[src/rtl/pio_sched_pkg.sv]
// Shared sizes and types for the PIO instruction-fetch scheduler.
package pio_sched_pkg;
   localparam int NUM_FSM = 4;
   localparam int ADDR_W  = 5;
   localparam int INSTR_W = 16;
   localparam int DIV_W   = 16;

   typedef logic [$clog2(NUM_FSM)-1:0] fsm_id_t;
   typedef logic [ADDR_W-1:0]          instr_addr_t;
   typedef logic [INSTR_W-1:0]         instr_t;
   typedef logic [DIV_W-1:0]           clkdiv_t;
   typedef logic [NUM_FSM-1:0]         fsm_mask_t;

   // FSM index k places after base, wrapping around NUM_FSM.
   function automatic fsm_id_t rr_next(fsm_id_t base, int k);
      return fsm_id_t'((int'(base) + k) % NUM_FSM);
   endfunction
endpackage

[src/rtl/pio_fetch_scheduler_if.sv]
// Per-FSM control inputs, regfile port and fetch results of the scheduler.
interface pio_fetch_scheduler_if;
   import pio_sched_pkg::*;

   fsm_mask_t               fsm_en;
   fsm_mask_t               fsm_restart;
   fsm_mask_t               fsm_stall;
   instr_addr_t [NUM_FSM-1:0] fsm_pc;
   clkdiv_t [NUM_FSM-1:0]     clkdiv;
   instr_addr_t             rf_read_addr;
   instr_t                  rf_instr;
   instr_t                  instr_out;
   fsm_mask_t               instr_valid;
   fsm_mask_t               overrun;

   modport master (
      output fsm_en, fsm_restart, fsm_stall, fsm_pc, clkdiv, rf_instr,
      input  rf_read_addr, instr_out, instr_valid, overrun
   );

   modport slave (
      input  fsm_en, fsm_restart, fsm_stall, fsm_pc, clkdiv, rf_instr,
      output rf_read_addr, instr_out, instr_valid, overrun
   );
endinterface

[src/rtl/pio_clkdiv.sv]
// Step-tick divider for one FSM: counts 0..N-1 and ticks on N-1; div=0 means N=2^DIV_W.
module pio_clkdiv
   import pio_sched_pkg::*;
(
   input  logic    clk,
   input  logic    rst,
   input  logic    en,
   input  logic    restart,
   input  clkdiv_t div,
   output logic    tick
);
   clkdiv_t cnt_r;
   clkdiv_t last_s;

   // div-1 wraps to all-ones for div=0, which yields the 2^DIV_W period for free
   always_comb begin
      last_s = div - clkdiv_t'(1);
      tick   = en & (cnt_r == last_s);
   end

   // Counter register: held at zero while disabled or restarted
   always_ff @(posedge clk or negedge rst) begin
      if (!rst) begin
         cnt_r <= '0;
      end else if (restart || !en || tick) begin
         cnt_r <= '0;
      end else begin
         cnt_r <= cnt_r + clkdiv_t'(1);
      end
   end
endmodule

[src/rtl/pio_fetch_scheduler.sv]
// Round-robin sharing of the instruction regfile read port among NUM_FSM state machines.
// Optional sticky overrun flags are built when PIO_SCHED_OVERRUN_EN is defined.
module pio_fetch_scheduler
   import pio_sched_pkg::*;
(
   input logic                   clk,
   input logic                   rst,
   pio_fetch_scheduler_if.slave  bus
);
   fsm_mask_t   tick_s;
   fsm_mask_t   eligible_s;
   fsm_mask_t   grant_s;
   fsm_mask_t   pending_r;
   fsm_mask_t   instr_valid_r;
   fsm_id_t     rr_r;
   fsm_id_t     grant_id_s;
   fsm_id_t     idx_s;
   logic        grant_any_s;
   logic        hit_s;
   instr_t      instr_out_r;
   instr_addr_t addr_s;

   genvar gi;
   generate
      for (gi = 0; gi < NUM_FSM; gi++) begin : g_div
         pio_clkdiv u_div (
            .clk     (clk),
            .rst     (rst),
            .en      (bus.fsm_en[gi]),
            .restart (bus.fsm_restart[gi]),
            .div     (bus.clkdiv[gi]),
            .tick    (tick_s[gi])
         );
      end
   endgenerate

   // Arbiter: first eligible FSM after rr wins; a restarting FSM is never granted
   always_comb begin
      eligible_s  = pending_r & ~bus.fsm_stall & bus.fsm_en & ~bus.fsm_restart;
      grant_id_s  = rr_r;
      grant_any_s = 1'b0;
      idx_s       = rr_r;
      hit_s       = 1'b0;
      for (int k = 1; k <= NUM_FSM; k++) begin
         idx_s       = rr_next(rr_r, k);
         hit_s       = ~grant_any_s & eligible_s[idx_s];
         grant_id_s  = hit_s ? idx_s : grant_id_s;
         grant_any_s = grant_any_s | hit_s;
      end
      grant_s             = '0;
      grant_s[grant_id_s] = grant_any_s;
      addr_s = grant_any_s ? bus.fsm_pc[grant_id_s] : bus.fsm_pc[rr_r];
   end

   // Pending requests: restart/disable clear, a fresh tick outranks the grant clear
   always_ff @(posedge clk or negedge rst) begin
      if (!rst) begin
         pending_r <= '0;
      end else begin
         for (int i = 0; i < NUM_FSM; i++) begin
            if (bus.fsm_restart[i] || !bus.fsm_en[i]) begin
               pending_r[i] <= 1'b0;
            end else if (tick_s[i]) begin
               pending_r[i] <= 1'b1;
            end else if (grant_s[i]) begin
               pending_r[i] <= 1'b0;
            end else begin
               pending_r[i] <= pending_r[i];
            end
         end
      end
   end

   // Fetch result register and round-robin pointer
   always_ff @(posedge clk or negedge rst) begin
      if (!rst) begin
         instr_out_r   <= '0;
         instr_valid_r <= '0;
         rr_r          <= '0;
      end else begin
         instr_valid_r <= grant_s;
         if (grant_any_s) begin
            instr_out_r <= bus.rf_instr;
            rr_r        <= grant_id_s;
         end else begin
            instr_out_r <= instr_out_r;
            rr_r        <= rr_r;
         end
      end
   end

`ifdef PIO_SCHED_OVERRUN_EN
   fsm_mask_t overrun_r;

   // Sticky overrun: a tick found the previous request still waiting
   always_ff @(posedge clk or negedge rst) begin
      if (!rst) begin
         overrun_r <= '0;
      end else begin
         for (int i = 0; i < NUM_FSM; i++) begin
            if (bus.fsm_restart[i]) begin
               overrun_r[i] <= 1'b0;
            end else if (tick_s[i] && pending_r[i] && !grant_s[i]) begin
               overrun_r[i] <= 1'b1;
            end else begin
               overrun_r[i] <= overrun_r[i];
            end
         end
      end
   end

   assign bus.overrun = overrun_r;
`else
   assign bus.overrun = '0;
`endif

   assign bus.rf_read_addr = rst ? addr_s : '0;
   assign bus.instr_out    = instr_out_r;
   assign bus.instr_valid  = instr_valid_r;
endmodule
[src/flat_wrapper.sv]
// flat-port wrapper written by rule: the top's interface ports become plain ports
module pio_fetch_scheduler_flat import pio_sched_pkg::*;
  (clk, rst, bus_fsm_en, bus_fsm_restart, bus_fsm_stall, bus_fsm_pc, bus_clkdiv, bus_rf_instr, bus_rf_read_addr, bus_instr_out, bus_instr_valid, bus_overrun);
  pio_fetch_scheduler_if bus_i ();
  input logic clk;
  input logic rst;
  input wire logic [$bits(bus_i.fsm_en)-1:0] bus_fsm_en;
  input wire logic [$bits(bus_i.fsm_restart)-1:0] bus_fsm_restart;
  input wire logic [$bits(bus_i.fsm_stall)-1:0] bus_fsm_stall;
  input wire logic [$bits(bus_i.fsm_pc)-1:0] bus_fsm_pc;
  input wire logic [$bits(bus_i.clkdiv)-1:0] bus_clkdiv;
  input wire logic [$bits(bus_i.rf_instr)-1:0] bus_rf_instr;
  output wire logic [$bits(bus_i.rf_read_addr)-1:0] bus_rf_read_addr;
  output wire logic [$bits(bus_i.instr_out)-1:0] bus_instr_out;
  output wire logic [$bits(bus_i.instr_valid)-1:0] bus_instr_valid;
  output wire logic [$bits(bus_i.overrun)-1:0] bus_overrun;
  assign bus_i.fsm_en = bus_fsm_en;
  assign bus_i.fsm_restart = bus_fsm_restart;
  assign bus_i.fsm_stall = bus_fsm_stall;
  assign bus_i.fsm_pc = bus_fsm_pc;
  assign bus_i.clkdiv = bus_clkdiv;
  assign bus_i.rf_instr = bus_rf_instr;
  assign bus_rf_read_addr = bus_i.rf_read_addr;
  assign bus_instr_out = bus_i.instr_out;
  assign bus_instr_valid = bus_i.instr_valid;
  assign bus_overrun = bus_i.overrun;
  pio_fetch_scheduler u_core (.clk(clk), .rst(rst), .bus(bus_i));
endmodule
[config.mk]
export PLATFORM = sky130hd
export DESIGN_NAME = pio_fetch_scheduler_flat
export DESIGN_NICKNAME = d
export VERILOG_FILES = /design/src/rtl/pio_sched_pkg.sv /design/src/rtl/pio_fetch_scheduler_if.sv /design/src/rtl/pio_clkdiv.sv /design/src/rtl/pio_fetch_scheduler.sv /design/src/flat_wrapper.sv
export SDC_FILE = /design/constraint.sdc
export NUM_CORES = 1
export LEC_CHECK = 0
export ABC_CLOCK_PERIOD_IN_PS = 2800
export CAP_MARGIN = 20
export CELL_PAD_IN_SITES_DETAIL_PLACEMENT = 1
export CELL_PAD_IN_SITES_GLOBAL_PLACEMENT = 1
export CORE_MARGIN = 10
export CORE_UTILIZATION = 39
export DETAILED_ROUTE_END_ITERATION = 6
export PLACE_DENSITY_LB_ADDON = 0.2
export SYNTH_ARGS = -nofsm -noshare
export SYNTH_HDL_FRONTEND = slang
export SYNTH_SLANG_ARGS = --single-unit
[constraint.sdc]
create_clock -name clk -period 2.8 [get_ports clk]
set_input_delay 0.28 -clock clk [delete_from_list [all_inputs] [get_ports clk]]
set_output_delay 0.28 -clock clk [all_outputs]
set_load 0.1 [all_outputs]
==> impl_metrics.py, run 1 <==
metrics = {
    "clocking": {
        "htree_levels": 3,
        "clkTransAtPathRegs_ns": 0.06,
        "cts.sinks": 90,
        "cts_root_buf": "clkbuf_16",
        "cts_tree": "yes",
        "cts_max_path_buffers": 2,
        "cts_buffers": 9,
        "clock_latency_ns": 0.35,
    },
    "worst_setup_path": {
        "r2r_start": "u_core.g_div[3].u_div.cnt_r[11]",
        "required_ns": 3.03,
        "critPathMaxStageDelay_ns": 0.57,
        "worstSetupEndpointType": "flop",
        "reg2reg_slack_ns": 0.15,
        "r2r_end": "u_core.g_div[3].u_div.cnt_r[1]",
        "cp_max_fo": 2,
        "crit_type": "input port to flop",
        "worst_setup_path_start_kind": "input port",
        "crit_start": "bus_clkdiv[61]",
        "crit_chain": "clkdlybuf4s50_1 -> or3_4 -> nor3b_2 -> xnor2_1 -> or4_1 -> a2111o_1 -> or4_4 -> and3_1",
        "cp.arrival_ns": 3.04,
        "slowest_stage": "or4_4",
        "crit_path_end": "u_core.g_div[3].u_div.cnt_r[1]",
        "reg2regPathDepth": 6,
    },
    "timing": {
        "fin_crit_sh": 1.00,
        "final-setup-viol-count": 1,
        "hold_violations": 0,
        "slew_headroom": 0.457,
        "min_period_ns": 2.81,
        "fin_setup_tns_ns": -0.00728,
        "tightest_slew_ns": 0.814,
        "final.setup.worst_slack_ns": -0.00728,
        "fin_skew_ns": 0.00964,
        "slew_viol_final": 0,
        "max_freq_mhz": 356,
    },
    "placed_design": {
        "io_buffers": 138,
        "dp_hpwl_microns": 17300,
        "place_inst": 1155,
        "gp_congestion": 0.889,
        "pre_cts_slack_ns": -0.535,
    },
    "power": {
        "seqPwrFrac": 0.400,
        "max-vdd-ir-drop_v": 0.000231,
        "clockPowerShare": 0.384,
        "power_frac_comb": 0.216,
        "power.leakage_nw": 4.14,
        "switching_share": 0.288,
        "powerDensity_nw_per_um2": 349,
        "switchingPower_mw": 0.954,
        "power_mw": 3.31,
        "power.internal_mw": 2.36,
    },
    "floorplan": {
        "ios": 143,
        "dieArea_sq_um": 22100,
        "core_region_area_sq_um": 16400,
        "row_count": 47,
        "fp.dieW_microns": 149,
        "start_util": 0.394,
        "fp.dieH_microns": 149,
    },
    "yosys": {
        "yosysMostFrequentCell": "dfrtp_1",
        "yosys_warnings": 0,
        "ys_types": 70,
        "yosysTopAreaCell": "dfrtp_1",
        "async_flop_share": 1.00,
        "synth-seq-cells": 90,
        "synth_common_cells": "dfrtp_1 (90), xnor2_1 (68), xor2_1 (64)",
        "yosysSeqAreaShare": 0.348,
        "synth_cells": 727,
        "synth.area.top_cells": "dfrtp_1 (35%), xnor2_1 (9.2%), xor2_1 (8.7%)",
        "synth_area_per_cell_sq_um": 8.90,
        "syn-cell-area_sq_um": 6470,
        "synth_edf_count": 0,
        "synth_top_area_frac": 0.348,
        "ys.flop_type": "dfrtp_1",
    },
    "global_route": {
        "grt-ovfl-total": 0,
        "antenna_found_initial": 0,
        "grt_max_degree": 64,
        "grt_pass1_wl_microns": 36500,
        "grt_usage": 0.200,
        "grt_pass1_vias": 7118,
    },
    "finish": {
        "final_util": 0.579,
        "final_cells": 1180,
        "diodes": 0,
        "area_growth_pct": 46.9,
        "drive_gt1_frac": 0.244,
        "nets": 1077,
    },
    "route": {
        "ant_nets": 0,
        "wl_per_cell_microns": 19.1,
        "drt-vias-per-instance": 5.38,
        "drc": 0,
        "via_count": 6347,
        "dr.pass1.iters": 4,
        "drt_iter0_markers": 264,
        "drt_wl_total_microns": 22500,
    },
    "job": {
        "drv_cap": 0,
    },
    "outcome": {
        "status": "complete, but fails checks",
        "violations": "setup timing",
    },
    "hold_path": {
        "worstHoldPathType": "input port to flop",
    },
}
how the worst min path moves through the flow:
stage	endpoint	startpoint	cells after the start
5_1_grt	u_core.pending_r[2]	bus_fsm_en[2]	3
6_report	u_core.pending_r[2]	bus_fsm_en[2]	3
2_1_floorplan	u_core.bus.instr_out[0]	rst	0
3_5_place_dp	u_core.bus.instr_out[9]	rst	1
4_1_cts	u_core.bus.instr_out[9]	rst	2
3_3_place_gp	u_core.bus.instr_out[15]	rst	1
cells by family after synthesis:
family                   share of synthesized area
AO/OA/AOI/OAI                               0.0859
AND/OR/NAND/NOR                              0.278
multiplexers                                0.0544
XOR/XNOR                                     0.179
other                                     0.000580
flip-flops                                   0.348
buffers and inverters                       0.0387
adder cells (fa/ha/maj)                     0.0155
stage by stage:
step                      cell area [sq um]  hold WS (ns)
final                                  9500         0.325
after global routing                   9500         0.349
after CTS                              9220         0.414
after detailed placement               8770         0.242
after global placement                 8770         0.232
after floorplan                        6490       -0.0156
registers in the layout, indices dropped and copies added, names as in the netlist:
signal and count:
u_core.bus.instr_out 16, u_core.rr_r 2, u_core.g_div.u_div.cnt_r 64, u_core.pending_r 4, u_core.bus.instr_valid 4
metal layers:
metal	up-vias	GRT usage	share of wire
li1	3052	-	-
met1	3148	0.229	0.40
met2	120	0.363	0.54
met3	27	0.0455	0.043
met4	0	0.0564	0.015
met5	-	0	0
final cells by class:
class / count / area (sq um)
clock inverters: 7 / 82.6
flip-flops and latches: 90 / 2250
repair buffers: 251 / 2310
clock buffers: 9 / 225
fillers: 1854 / 6910
multi-input cells: 584 / 4280
inverters: 19 / 72.6
well taps: 220 / 275
power by group through the flow:
stage,sequential [mW],clock (mW),combinational [mW]
6_report,1.33,1.27,0.714
5_1_grt,1.33,1.37,0.767
3_5_place_dp,1.35,0,0.690
3_3_place_gp,1.35,0,0.665
4_1_cts,1.33,1.31,0.703
2_1_floorplan,1.41,0,0.243
critical path, delay by kind of cell:
family	cells	cell delay, ns
and+or+nand+nor	5	1.75
buffers and inverters	1	0.44
AOI/OAI and AO/OA	1	0.45
xor gates and xnor gates	1	0.11
cells in the final DEF (no fill, tap or decap), drive strengths merged, types with 9 or more instances in the layout:
| cell type | Yosys | final |
|---|---|---|
| buf | 11 | 138 |
| clkdlybuf4s50 | 0 | 95 |
| dfrtp | 90 | 90 |
| xnor2 | 68 | 68 |
| nor3 | 65 | 65 |
| xor2 | 64 | 64 |
| nor2 | 57 | 57 |
| nand2 | 49 | 49 |
| nand3 | 38 | 38 |
| inv | 18 | 22 |
| a21oi | 18 | 18 |
| mux2 | 17 | 17 |
| dlymetal6s2s | 0 | 17 |
| and3 | 17 | 17 |
| mux2i | 16 | 16 |
| o21ai | 15 | 16 |
| or4 | 16 | 16 |
| nor4 | 15 | 15 |
| nand4 | 11 | 11 |
| clkbuf | 27 | 9 |
| nor3b | 9 | 9 |
repair_timing:
action | CTS | global route
cloned | 2 | 1
pin swaps | 3 | 21
endpoints found under the hold margin | 27 | 0
hold buffers | 1 | 0
endpoints found under the setup margin | 59 | 56
setup buffers | 0 | 5
resized for setup | 26 | 54
Note: power is estimated with default switching activity, not from simulation.
==> run 2, diff against run 1 <==
--- a/config.mk
+++ b/config.mk
@@ -5,12 +5,13 @@
 export SDC_FILE = /design/constraint.sdc
 export NUM_CORES = 1
 export LEC_CHECK = 0
+export ABC_AREA = 1
 export ABC_CLOCK_PERIOD_IN_PS = 2800
 export CAP_MARGIN = 20
 export CELL_PAD_IN_SITES_DETAIL_PLACEMENT = 1
 export CELL_PAD_IN_SITES_GLOBAL_PLACEMENT = 1
 export CORE_MARGIN = 10
-export CORE_UTILIZATION = 39
+export CORE_UTILIZATION = 37
 export DETAILED_ROUTE_END_ITERATION = 6
 export PLACE_DENSITY_LB_ADDON = 0.2
 export SYNTH_ARGS = -nofsm -noshare
==> impl_metrics.py, run 2 <==
metrics = {
    "yosys": {
        "synth_edf_count": 0,
        "ys_types": 39,
        "synth.area.top_cells": "dfrtp_1 (31%), nand2_1 (16%), nor2_1 (8.1%)",
        "synth_cells": 1066,
        "syn-cell-area_sq_um": 7180,
        "yosysSeqAreaShare": 0.314,
        "synth-seq-cells": 90,
        "synth_top_area_frac": 0.314,
        "ys.flop_type": "dfrtp_1",
        "yosysMostFrequentCell": "nand2_1",
        "yosys_warnings": 0,
        "synth_area_per_cell_sq_um": 6.74,
        "synth_common_cells": "nand2_1 (314), nor2_1 (155), inv_1 (128)",
        "async_flop_share": 1.00,
        "yosysTopAreaCell": "dfrtp_1",
    },
    "power": {
        "power.leakage_nw": 4.37,
        "max-vdd-ir-drop_v": 0.000489,
        "powerDensity_nw_per_um2": 730,
        "switchingPower_mw": 3.46,
        "power_mw": 6.96,
        "power.internal_mw": 3.50,
        "power_frac_comb": 0.580,
        "clockPowerShare": 0.189,
        "switching_share": 0.498,
        "seqPwrFrac": 0.231,
    },
    "floorplan": {
        "dieArea_sq_um": 25400,
        "start_util": 0.380,
        "row_count": 50,
        "ios": 143,
        "fp.dieH_microns": 159,
        "core_region_area_sq_um": 18900,
        "fp.dieW_microns": 159,
    },
    "global_route": {
        "grt_pass1_wl_microns": 35600,
        "grt_pass1_vias": 7542,
        "grt_max_degree": 49,
        "antenna_found_initial": 0,
        "grt-ovfl-total": 0,
        "grt_usage": 0.166,
    },
    "route": {
        "via_count": 7111,
        "drt_wl_total_microns": 21500,
        "wl_per_cell_microns": 14.4,
        "drt_iter0_markers": 290,
        "dr.pass1.iters": 4,
        "drc": 0,
        "ant_nets": 0,
        "drt-vias-per-instance": 4.75,
    },
    "clocking": {
        "cts_buffers": 9,
        "htree_levels": 3,
        "cts_root_buf": "clkbuf_16",
        "cts_max_path_buffers": 2,
        "clock_latency_ns": 0.35,
        "cts_hold_buf": 0,
        "cts_tree": "yes",
        "clkTransAtPathRegs_ns": 0.07,
        "cts.sinks": 90,
    },
    "hold_path": {
        "worstHoldPathType": "input port to async pin",
    },
    "placed_design": {
        "place_area_sq_um": 8930,
        "dp_hpwl_microns": 17600,
        "io_buffers": 138,
        "place_inst": 1471,
        "gp_congestion": 0.821,
    },
    "worst_setup_path": {
        "crit_buf_inv": 3,
        "critPathTopFamily": "simple AND/OR/NAND/NOR gates",
        "reg2reg_slack_ns": 0.70,
        "required_ns": 2.52,
        "worstSetupEndpointType": "primary output",
        "critPathMaxStageDelay_ns": 0.54,
        "cp.arrival_ns": 2.41,
        "crit_type": "flop to primary output",
        "worst_setup_path_start_kind": "flop",
        "cp_max_fo": 8,
        "slowest_stage": "dfrtp_2",
        "crit_chain": "buf_6 -> nand3_2 -> nand2_2 -> nand2_2 -> nand2_4 -> nand3_2 -> nand2_2 -> nand2_4 -> buf_12 -> nand2_1 -> o21ai_1 -> nand2_1 -> nand2_1 -> nor2_2 -> buf_12",
    },
    "finish": {
        "final_cells": 1498,
        "final_cell_mix": "nand2_1 (305), nor2_1 (147), inv_1 (127)",
        "largest_reg_flops": 64,
        "final_common_cell": "nand2_1",
        "area_growth_pct": 32.8,
        "fillers": 2489,
        "fin_area_sq_um": 9530,
        "top_register": "u_core.g_div.u_div.cnt_r",
        "diodes": 0,
        "nets": 1355,
        "drive_gt1_frac": 0.144,
    },
    "timing": {
        "min_period_ns": 2.69,
        "final-setup-viol-count": 0,
        "slew_viol_final": 0,
        "hold_violations": 0,
        "slew_headroom": 0.577,
        "max_freq_mhz": 372,
        "tightest_slew_ns": 0.635,
        "fin_crit_sh": 0.961,
        "hold_slack_ns": 0.0290,
        "fin_skew_ns": 0.0105,
    },
    "outcome": {
        "status": "finished clean",
    },
    "job": {
        "drv_cap": 0,
    },
}
## run 2: cell types whose count changed after synthesis, sizes merged, moves of 27 or more
cell / previous run / this run
xnor2: 68 / 33
nor2: 57 / 199
nand3: 38 / 88
nor3: 65 / 21
clkbuf: 27 / 0
nand2: 49 / 323
inv: 18 / 135
## run 2: routing by layer
metal	wire length [microns]	share of wire	global-route usage	vias up
li1	-	-	-	3644
met3	434	0.020	0.0232	28
met4	352	0.016	0.0501	0
met2	11100	0.52	0.299	90
met5	0	0	0	-
met1	9640	0.45	0.200	3349
## run 2: metrics by stage
stage | util | setup TNS (ns) | setup slack (ns)
2_1_floorplan | - | 0 | 0.184
3_3_place_gp | 0.473 | 0 | 0.0700
3_5_place_dp | 0.473 | 0 | 0.0102
4_1_cts | 0.491 | 0 | 0.00968
5_1_grt | 0.505 | -0.100 | -0.0399
6_report | 0.505 | 0 | 0.109
## run 2: power by group through the flow
stage / Sequential (mW) / Combinational (mW) / Clock [mW]
after global routing: 1.63 / 4.34 / 1.41
after global placement: 1.61 / 3.63 / 0
after detailed placement: 1.62 / 3.69 / 0
after CTS: 1.61 / 3.72 / 1.35
final: 1.61 / 4.04 / 1.31
after floorplan: 2.53 / 1.69 / 0
## run 2: worst paths after layout
path                                                 from                               to  depth (start not counted)
min reg2reg                       u_core.bus.instr_out[3]          u_core.bus.instr_out[3]                          2
min in group clk                            bus_fsm_en[2]              u_core.pending_r[2]                          4
min                                                   rst         u_core.bus.instr_out[11]                          2
max reg2reg                u_core.g_div[3].u_div.cnt_r[0]  u_core.g_div[3].u_div.cnt_r[14]                         10
max in group asynchronous                             rst                   u_core.rr_r[1]                          2
max                                        u_core.rr_r[0]              bus_rf_read_addr[2]                         15
## run 2: cell type report
class / count / area [sq um] / area share
sequential: 90 / 2250 / 0.236
tap: 260 / 325 / 0.0341
clock inverter: 7 / 93.8 / 0.00984
clock buffer: 9 / 225 / 0.0236
multi-input combinational: 831 / 4490 / 0.471
timing repair buffer: 166 / 1640 / 0.172
inverter: 135 / 512 / 0.0537
## run 2: cells by family after synthesis
group	after synthesis	share of synthesized area
xor gates and xnor gates	95	0.117
other	1	0.000522
DFF	90	0.314
AOI/OAI and AO/OA	46	0.0364
adders and majority gates	8	0.0139
and+or+nand+nor	678	0.432
buffers and inverters	148	0.0868
## run 2: repair_timing
action                     in CTS  in global routing
pin swaps                       0                 16
buffers inserted                0                 11
gates resized for setup         3                 44
setup endpoints to repair       5                  5
